## config.mk

```make
export PLATFORM = sky130hd
export DESIGN_NAME = uart_rx_core_flat
export DESIGN_NICKNAME = d
export VERILOG_FILES = /design/src/rtl/uart_rx_core_if.sv /design/src/rtl/uart_rx_core.sv /design/src/flat_wrapper.sv
export SDC_FILE = /design/constraint.sdc
export NUM_CORES = 1
export LEC_CHECK = 0
export CAP_MARGIN = 25
export CORE_MARGIN = 4
export CORE_UTILIZATION = 45
export DETAILED_ROUTE_END_ITERATION = 16
export PLACE_DENSITY = 0.78
export SYNTH_ARGS = -nofsm -noshare
export SYNTH_HDL_FRONTEND = slang
export SYNTH_SLANG_ARGS = --single-unit
export TNS_END_PERCENT = 30
```

## constraint.sdc

```tcl
create_clock -name clk -period 4.8 [get_ports clk]
set_input_delay 0.96 -clock clk [delete_from_list [all_inputs] [get_ports clk]]
set_output_delay 0.96 -clock clk [all_outputs]
set_load 0.05 [all_outputs]
```

## src/rtl/uart_rx_core_if.sv

```systemverilog
`default_nettype none
// +----------------------------------------------------------------------------+
// | Module     : uart_rx_core_if                                               |
// | Description: RX-side bus between uart_rx_core and uart_ctl.                |
// | Revision   : 1.0 - initial release                                         |
// +----------------------------------------------------------------------------+
interface uart_rx_core_if;
  logic       rx_en;
  logic       rx_valid;
  logic [7:0] rx_data;
  logic       rx_break;
  logic       rx_err;
  logic       rx_busy;

  // master = uart_ctl side, slave = receive engine
  modport master (
    output rx_en,
    input  rx_valid, rx_data, rx_break, rx_err, rx_busy
  );

  modport slave (
    input  rx_en,
    output rx_valid, rx_data, rx_break, rx_err, rx_busy
  );
endinterface
`default_nettype wire

```

## src/rtl/uart_rx_core.sv

```systemverilog
`default_nettype none
// +----------------------------------------------------------------------------+
// | Module     : uart_rx_core                                                  |
// | Description: Oversampling UART receiver, 8N1 framing (8E1 when             |
// |              UART_RX_PARITY_EN is defined).                                |
// | Revision   : 1.0 - initial release                                         |
// +----------------------------------------------------------------------------+
module uart_rx_core #(
  parameter int CLKS_PER_BIT = 434,
  parameter int HALF_BIT     = CLKS_PER_BIT / 2
) (
  input  logic            clk,
  input  logic            rst,
  input  logic            rx_in,
  uart_rx_core_if.slave   bus
);

  localparam int CNT_W = $clog2(CLKS_PER_BIT);
  localparam logic [CNT_W-1:0] HALF_LAST = CNT_W'(HALF_BIT - 1);
  localparam logic [CNT_W-1:0] FULL_LAST = CNT_W'(CLKS_PER_BIT - 1);

  localparam logic [2:0] ST_IDLE   = 3'd0;
  localparam logic [2:0] ST_START  = 3'd1;
  localparam logic [2:0] ST_DATA   = 3'd2;
`ifdef UART_RX_PARITY_EN
  localparam logic [2:0] ST_PARITY = 3'd3;
`endif
  localparam logic [2:0] ST_STOP   = 3'd4;
  localparam logic [2:0] ST_HOLD   = 3'd5;

  logic             sync1_q, sync1_d;
  logic             sync2_q, sync2_d;
  logic [2:0]       state_q, state_d;
  logic [CNT_W-1:0] cnt_q,   cnt_d;
  logic [2:0]       idx_q,   idx_d;
  logic [7:0]       shift_q, shift_d;
  logic [7:0]       data_q,  data_d;
  logic             valid_q, valid_d;
  logic             err_q,   err_d;
  logic             break_q, break_d;
  logic             rxs;
  logic             par_ok;
  logic             par_zero;

`ifdef UART_RX_PARITY_EN
  logic             parity_q, parity_d;
  assign par_ok   = ~(^{shift_q, parity_q});
  assign par_zero = ~parity_q;
`else
  assign par_ok   = 1'b1;
  assign par_zero = 1'b1;
`endif

  assign rxs = sync2_q;

  always_comb begin
    sync1_d  = rx_in;
    sync2_d  = sync1_q;
    state_d  = state_q;
    cnt_d    = cnt_q;
    idx_d    = idx_q;
    shift_d  = shift_q;
    data_d   = data_q;
    valid_d  = 1'b0;
    err_d    = 1'b0;
    break_d  = break_q;
`ifdef UART_RX_PARITY_EN
    parity_d = parity_q;
`endif

    if (!bus.rx_en) begin
      // Disabling abandons any partial frame; the last good byte is kept.
      state_d = ST_IDLE;
      cnt_d   = '0;
      idx_d   = '0;
      break_d = 1'b0;
    end else begin
      case (state_q)
        ST_IDLE: begin
          cnt_d = '0;
          idx_d = '0;
          if (!rxs) begin
            state_d = ST_START;
          end
        end

        ST_START: begin
          if (cnt_q == HALF_LAST) begin
            cnt_d   = '0;
            idx_d   = '0;
            state_d = rxs ? ST_IDLE : ST_DATA;
          end else begin
            cnt_d = cnt_q + 1'b1;
          end
        end

        ST_DATA: begin
          if (cnt_q == FULL_LAST) begin
            cnt_d   = '0;
            shift_d = {rxs, shift_q[7:1]};
            if (idx_q == 3'd7) begin
`ifdef UART_RX_PARITY_EN
              state_d = ST_PARITY;
`else
              state_d = ST_STOP;
`endif
            end else begin
              idx_d = idx_q + 1'b1;
            end
          end else begin
            cnt_d = cnt_q + 1'b1;
          end
        end

`ifdef UART_RX_PARITY_EN
        ST_PARITY: begin
          if (cnt_q == FULL_LAST) begin
            cnt_d    = '0;
            parity_d = rxs;
            state_d  = ST_STOP;
          end else begin
            cnt_d = cnt_q + 1'b1;
          end
        end
`endif

        ST_STOP: begin
          if (cnt_q == FULL_LAST) begin
            cnt_d = '0;
            if (rxs) begin
              state_d = ST_IDLE;
              if (par_ok) begin
                data_d  = shift_q;
                valid_d = 1'b1;
              end else begin
                err_d = 1'b1;
              end
            end else if ((shift_q == 8'h00) && par_zero) begin
              break_d = 1'b1;
              state_d = ST_HOLD;
            end else begin
              // Framing error outranks parity; both report through rx_err.
              err_d   = 1'b1;
              state_d = ST_HOLD;
            end
          end else begin
            cnt_d = cnt_q + 1'b1;
          end
        end

        ST_HOLD: begin
          // A line still held low must not be mistaken for the next start bit.
          cnt_d = '0;
          if (rxs) begin
            break_d = 1'b0;
            state_d = ST_IDLE;
          end
        end

        default: begin
          state_d = ST_IDLE;
          cnt_d   = '0;
          idx_d   = '0;
        end
      endcase
    end
  end

  always_ff @(posedge clk) begin
    if (rst) begin
      sync1_q  <= 1'b1;
      sync2_q  <= 1'b1;
      state_q  <= ST_IDLE;
      cnt_q    <= '0;
      idx_q    <= '0;
      shift_q  <= 8'h00;
      data_q   <= 8'h00;
      valid_q  <= 1'b0;
      err_q    <= 1'b0;
      break_q  <= 1'b0;
`ifdef UART_RX_PARITY_EN
      parity_q <= 1'b0;
`endif
    end else begin
      sync1_q  <= sync1_d;
      sync2_q  <= sync2_d;
      state_q  <= state_d;
      cnt_q    <= cnt_d;
      idx_q    <= idx_d;
      shift_q  <= shift_d;
      data_q   <= data_d;
      valid_q  <= valid_d;
      err_q    <= err_d;
      break_q  <= break_d;
`ifdef UART_RX_PARITY_EN
      parity_q <= parity_d;
`endif
    end
  end

  assign bus.rx_valid = valid_q;
  assign bus.rx_data  = data_q;
  assign bus.rx_break = break_q;
  assign bus.rx_err   = err_q;
  assign bus.rx_busy  = (state_q != ST_IDLE);

endmodule
`default_nettype wire

```

## src/flat_wrapper.sv

```systemverilog
// flat-port wrapper written by rule: the top's interface ports become plain ports
module uart_rx_core_flat 
#(
  parameter int CLKS_PER_BIT = 434,
  parameter int HALF_BIT     = CLKS_PER_BIT / 2
)
  (clk, rst, rx_in, bus_rx_en, bus_rx_valid, bus_rx_data, bus_rx_break, bus_rx_err, bus_rx_busy);
  uart_rx_core_if bus_i ();
  input  logic clk;
  input  logic rst;
  input  logic rx_in;
  input wire logic [$bits(bus_i.rx_en)-1:0] bus_rx_en;
  output wire logic [$bits(bus_i.rx_valid)-1:0] bus_rx_valid;
  output wire logic [$bits(bus_i.rx_data)-1:0] bus_rx_data;
  output wire logic [$bits(bus_i.rx_break)-1:0] bus_rx_break;
  output wire logic [$bits(bus_i.rx_err)-1:0] bus_rx_err;
  output wire logic [$bits(bus_i.rx_busy)-1:0] bus_rx_busy;
  assign bus_i.rx_en = bus_rx_en;
  assign bus_rx_valid = bus_i.rx_valid;
  assign bus_rx_data = bus_i.rx_data;
  assign bus_rx_break = bus_i.rx_break;
  assign bus_rx_err = bus_i.rx_err;
  assign bus_rx_busy = bus_i.rx_busy;
  uart_rx_core #(.CLKS_PER_BIT(CLKS_PER_BIT), .HALF_BIT(HALF_BIT)) u_core (.clk(clk), .rst(rst), .rx_in(rx_in), .bus(bus_i));
endmodule
```

==> impl_metrics.prom <==
# TYPE chip_impl_metric gauge
chip_impl_info{name="outcome",value="finished, final reports clean"} 1
chip_impl_metric{name="setup_viol",unit=""} 0
chip_impl_metric{name="global_placement_routability_congestion",unit=""} 0.832
chip_impl_metric{name="clk_pin_slew_worst_paths",unit="ns"} 0.10
chip_impl_metric{name="die-width",unit="µm"} 67.1
chip_impl_metric{name="worst-path-buf-inv",unit=""} 1
chip_impl_metric{name="wirelength",unit="mm"} 2.66
chip_impl_metric{name="cts.path.max_buffers",unit=""} 2
chip_impl_metric{name="grtUsageTotal",unit="%"} 13.7
chip_impl_metric{name="crit_fanout",unit=""} 12
chip_impl_metric{name="report.final.hold_viol_count",unit=""} 0
chip_impl_metric{name="crit_arrival",unit="ns"} 1.85
chip_impl_metric{name="sequentialPowerShare",unit="%"} 57.8
chip_impl_metric{name="pwr_cell_area",unit="mW/mm²"} 285
chip_impl_metric{name="power_leakage",unit="nW"} 0.711
chip_impl_info{name="worst_hold_path_type",value="reg -> reg"} 1
chip_impl_metric{name="core",unit="mm²"} 0.00336
chip_impl_metric{name="timing.critical_path.required",unit="ns"} 3.84
chip_impl_metric{name="postSynthCellCount",unit=""} 173
chip_impl_info{name="cts_tree",value="built"} 1
chip_impl_metric{name="grt_pass1_vias",unit=""} 1091
chip_impl_metric{name="effective_utilization_at_floorplan",unit="%"} 46.8
chip_impl_metric{name="timing.final.max_slew_violations",unit=""} 0
chip_impl_metric{name="placementRows",unit=""} 21
chip_impl_metric{name="ant_nets",unit=""} 0
chip_impl_metric{name="netSwitchingFraction",unit="%"} 20.2
chip_impl_metric{name="synth_enable_flop_cells",unit=""} 0
chip_impl_metric{name="yosys_warnings",unit=""} 0
chip_impl_metric{name="overflow",unit=""} 0
chip_impl_metric{name="pwr-share-clk",unit="%"} 39.2
chip_impl_metric{name="timing.final.crit_period",unit="ns"} 2.81
chip_impl_metric{name="grt_antenna_before_repair",unit=""} 0
chip_impl_metric{name="floorplan.die_area",unit="mm²"} 0.00451
chip_impl_info{name="ys.flop_type",value="sky130_fd_sc_hd__dfxtp_1"} 1
chip_impl_metric{name="number_of_levels_the_h_tree_was_split_into",unit=""} 2
chip_impl_metric{name="height_of_the_die",unit="µm"} 67.1
chip_impl_info{name="synth_largest_area_cell",value="sky130_fd_sc_hd__dfxtp_1"} 1
chip_impl_metric{name="grt_max_degree",unit=""} 22
chip_impl_metric{name="dpl.hpwl",unit="mm"} 1.93
chip_impl_metric{name="rrSetupSlack",unit="ns"} 2.63
chip_impl_info{name="clockRootBuffer",value="sky130_fd_sc_hd__clkbuf_4"} 1
chip_impl_info{name="yosysMostFrequentCell",value="sky130_fd_sc_hd__dfxtp_1"} 1
chip_impl_metric{name="post-cts-setup-buffer-count",unit=""} 0
chip_impl_metric{name="timing.max_cap.violations",unit=""} 0
chip_impl_metric{name="fin_skew",unit="ns"} 0.00404
chip_impl_metric{name="routed_wire_length_per_instance",unit="µm"} 11.4
chip_impl_metric{name="max-vdd-ir-drop",unit="mV"} 0.142
chip_impl_metric{name="cts_inserted_buffers",unit=""} 5
chip_impl_metric{name="drc",unit=""} 0
chip_impl_metric{name="cts_hold_buffers",unit=""} 0
chip_impl_info{name="critical_path.slowest_cell",value="sky130_fd_sc_hd__clkdlybuf4s50_1"} 1
chip_impl_metric{name="grt_first_pass_wirelength",unit="mm"} 4.59
chip_impl_metric{name="drive_above_1_share",unit="%"} 5.85
chip_impl_metric{name="post_synth_instance_area",unit="mm²"} 0.00157
chip_impl_metric{name="core_occupancy_in_the_finished_layout",unit="%"} 54.2
chip_impl_info{name="r2r_start",value="u_core.cnt_q[0]$_SDFF_PP0_"} 1
chip_impl_metric{name="worstMarginPinSlew",unit="ns"} 0.662
chip_impl_metric{name="insertion_delay",unit="ns"} 0.33
chip_impl_metric{name="avgViaCountPerCell",unit=""} 4.98
chip_impl_metric{name="postSynthRegisterBits",unit=""} 36
chip_impl_metric{name="asyncSetResetFlopFracSynth",unit="%"} 0
chip_impl_metric{name="fmax",unit="MHz"} 356
chip_impl_info{name="setup.worst_path.class",value="reg -> out"} 1
chip_impl_info{name="min_from",value="u_core.sync1_q$_SDFF_PP1_"} 1
chip_impl_info{name="critPathTopFamily",value="buffers and inverters"} 1
chip_impl_metric{name="cp_slowest_stage_delay",unit="ns"} 0.70
chip_impl_metric{name="drt_iter0_drc",unit=""} 60
chip_impl_info{name="timing.critical_path.from_type",value="flip-flop"} 1
chip_impl_info{name="cp-startpoint",value="u_core.state_q[1]$_SDFFE_PP0P_"} 1
chip_impl_metric{name="postSynthNetCount",unit=""} 182
chip_impl_info{name="end_kind",value="primary output"} 1
chip_impl_metric{name="area_growth_from_synthesis_to_final_layout",unit="%"} 16.0
chip_impl_metric{name="synth.avg_cell_area",unit="µm²"} 9.09
chip_impl_metric{name="io_buf_count",unit=""} 15
chip_impl_metric{name="clock_sinks",unit=""} 36
chip_impl_metric{name="cts_repair_resize_count",unit=""} 0
chip_impl_metric{name="combinational_group_share_of_total_power",unit="%"} 3.0
chip_impl_metric{name="power",unit="W"} 0.000520
chip_impl_metric{name="intPower",unit="W"} 0.000415
chip_impl_metric{name="fillers",unit=""} 331
chip_impl_metric{name="diodes",unit=""} 0
chip_impl_metric{name="vias",unit=""} 1165
chip_impl_metric{name="synth_seq_area_share",unit="%"} 45.8
chip_impl_info{name="synthTopCellsByArea",value="sky130_fd_sc_hd__dfxtp_1, sky130_fd_sc_hd__mux2i_1, sky130_fd_sc_hd__nor2_1"} 1
chip_impl_metric{name="final_worst_path_cycle_share",unit="%"} 58.6
chip_impl_metric{name="fin_tns_setup",unit="ns"} 0
chip_impl_info{name="worstPathCellList",value="or3_1 > clkdlybuf4s50_1"} 1
chip_impl_metric{name="power_switching",unit="W"} 0.000105
chip_impl_metric{name="max_slew_headroom_at_the_worst_pin",unit="%"} 55.7
chip_impl_metric{name="drt_pre_antenna_iters",unit=""} 4
chip_impl_info{name="ys_top_cells_by_count",value="sky130_fd_sc_hd__dfxtp_1, sky130_fd_sc_hd__nor2_1, sky130_fd_sc_hd__mux2i_1, sky130_fd_sc_hd__nand2_1, sky130_fd_sc_hd__clkbuf_1"} 1
chip_impl_metric{name="synth.lib_cells_used.distinct",unit=""} 32
chip_impl_metric{name="synth_top_area_share",unit="%"} 45.8
chip_impl_metric{name="final_stage_net_count",unit=""} 196
chip_impl_info{name="rsz0062_at_grt",value="false"} 1
chip_impl_metric{name="ioPinCount",unit=""} 16
[power by group through the flow]
stage | sequential (W) | clock (W) | combinational (W)
after floorplan | 0.000307 | 0 | 0.0000118
after global placement | 0.000308 | 0 | 0.0000153
after detailed placement | 0.000308 | 0 | 0.0000155
after CTS | 0.000301 | 0.000211 | 0.0000155
after global routing | 0.000301 | 0.000226 | 0.0000168
final | 0.000301 | 0.000204 | 0.0000154
[cell type report]
type	instances	area [µm²]	area share (%)
Tap cell	46	57.6	3.16
Sequential cell	36	721	39.5
Clock buffer	6	41.3	2.26
Timing Repair Buffer	15	150	8.23
Inverter	3	11.3	0.617
Multi-Input combinational cell	126	808	44.3
Clock inverter	2	35.0	1.92
[sequential cells by signal (all words and copies together), names as in the netlist]
signal	cells
u_core.state_q	3
u_core.sync1_q	1
u_core.cnt_q	9
u_core.bus.rx_data	8
u_core.bus.rx_break	1
u_core.shift_q	8
u_core.idx_q	3
u_core.rxs	1
u_core.bus.rx_err	1
u_core.bus.rx_valid	1
[metal layers]
| metal | wire length (µm) | vias up | global-route usage, % |
|---|---|---|---|
| li1 | - | 615 | - |
| met1 | 1290 | 522 | 16.1 |
| met2 | 1200 | 24 | 21.3 |
| met3 | 123 | 4 | 5.90 |
| met4 | 36 | 0 | 6.84 |
| met5 | 0 | - | 0 |
[cell families (layout without fill, tap and decap cells)]
family                     after synthesis  count (layout)  share of synthesized area (%)
AOI/OAI and AO/OA                       13              13                           5.49
xor gates and xnor gates                 7               7                           3.90
muxes                                   20              20                           12.7
buffers and inverters                   11              26                           2.78
and+or+nand+nor                         81              81                           25.3
DFF                                     36              36                           45.8
adders and majority gates                5               5                           3.98
[cells in the final DEF (no fill, tap or decap), types with 4 or more instances in the layout]
master | synthesis | final
sky130_fd_sc_hd__clkbuf_4 | 0 | 5
sky130_fd_sc_hd__clkdlybuf4s50_1 | 0 | 15
sky130_fd_sc_hd__dfxtp_1 | 36 | 36
sky130_fd_sc_hd__ha_1 | 5 | 5
sky130_fd_sc_hd__mux2i_1 | 20 | 20
sky130_fd_sc_hd__nand2_1 | 17 | 17
sky130_fd_sc_hd__nand3_1 | 5 | 5
sky130_fd_sc_hd__nor2_1 | 31 | 31
sky130_fd_sc_hd__o21ai_0 | 5 | 5
sky130_fd_sc_hd__xnor2_1 | 4 | 4
[per-stage QoR]
stage / instances / area, µm² / setup WS, ns / hold WS (ns)
after floorplan: 173 / 1570 / 2.78 / 0.389
after global placement: 226 / 1750 / 1.81 / 0.392
after detailed placement: 226 / 1750 / 1.75 / 0.399
after CTS: 234 / 1820 / 1.97 / 0.416
after global routing: 234 / 1820 / 1.89 / 0.441
final: 234 / 1820 / 1.99 / 0.421
[final timing paths]
check                                            end  cells after the start
setup reg to reg  u_core.bus.rx_data[7]$_SDFFE_PP0P_                      6
hold / removal                 u_core.rxs$_SDFF_PP1_                      1
setup / recovery                         bus_rx_busy                      2
hold reg to reg                u_core.rxs$_SDFF_PP1_                      1
(Power assumes the default switching activity.)
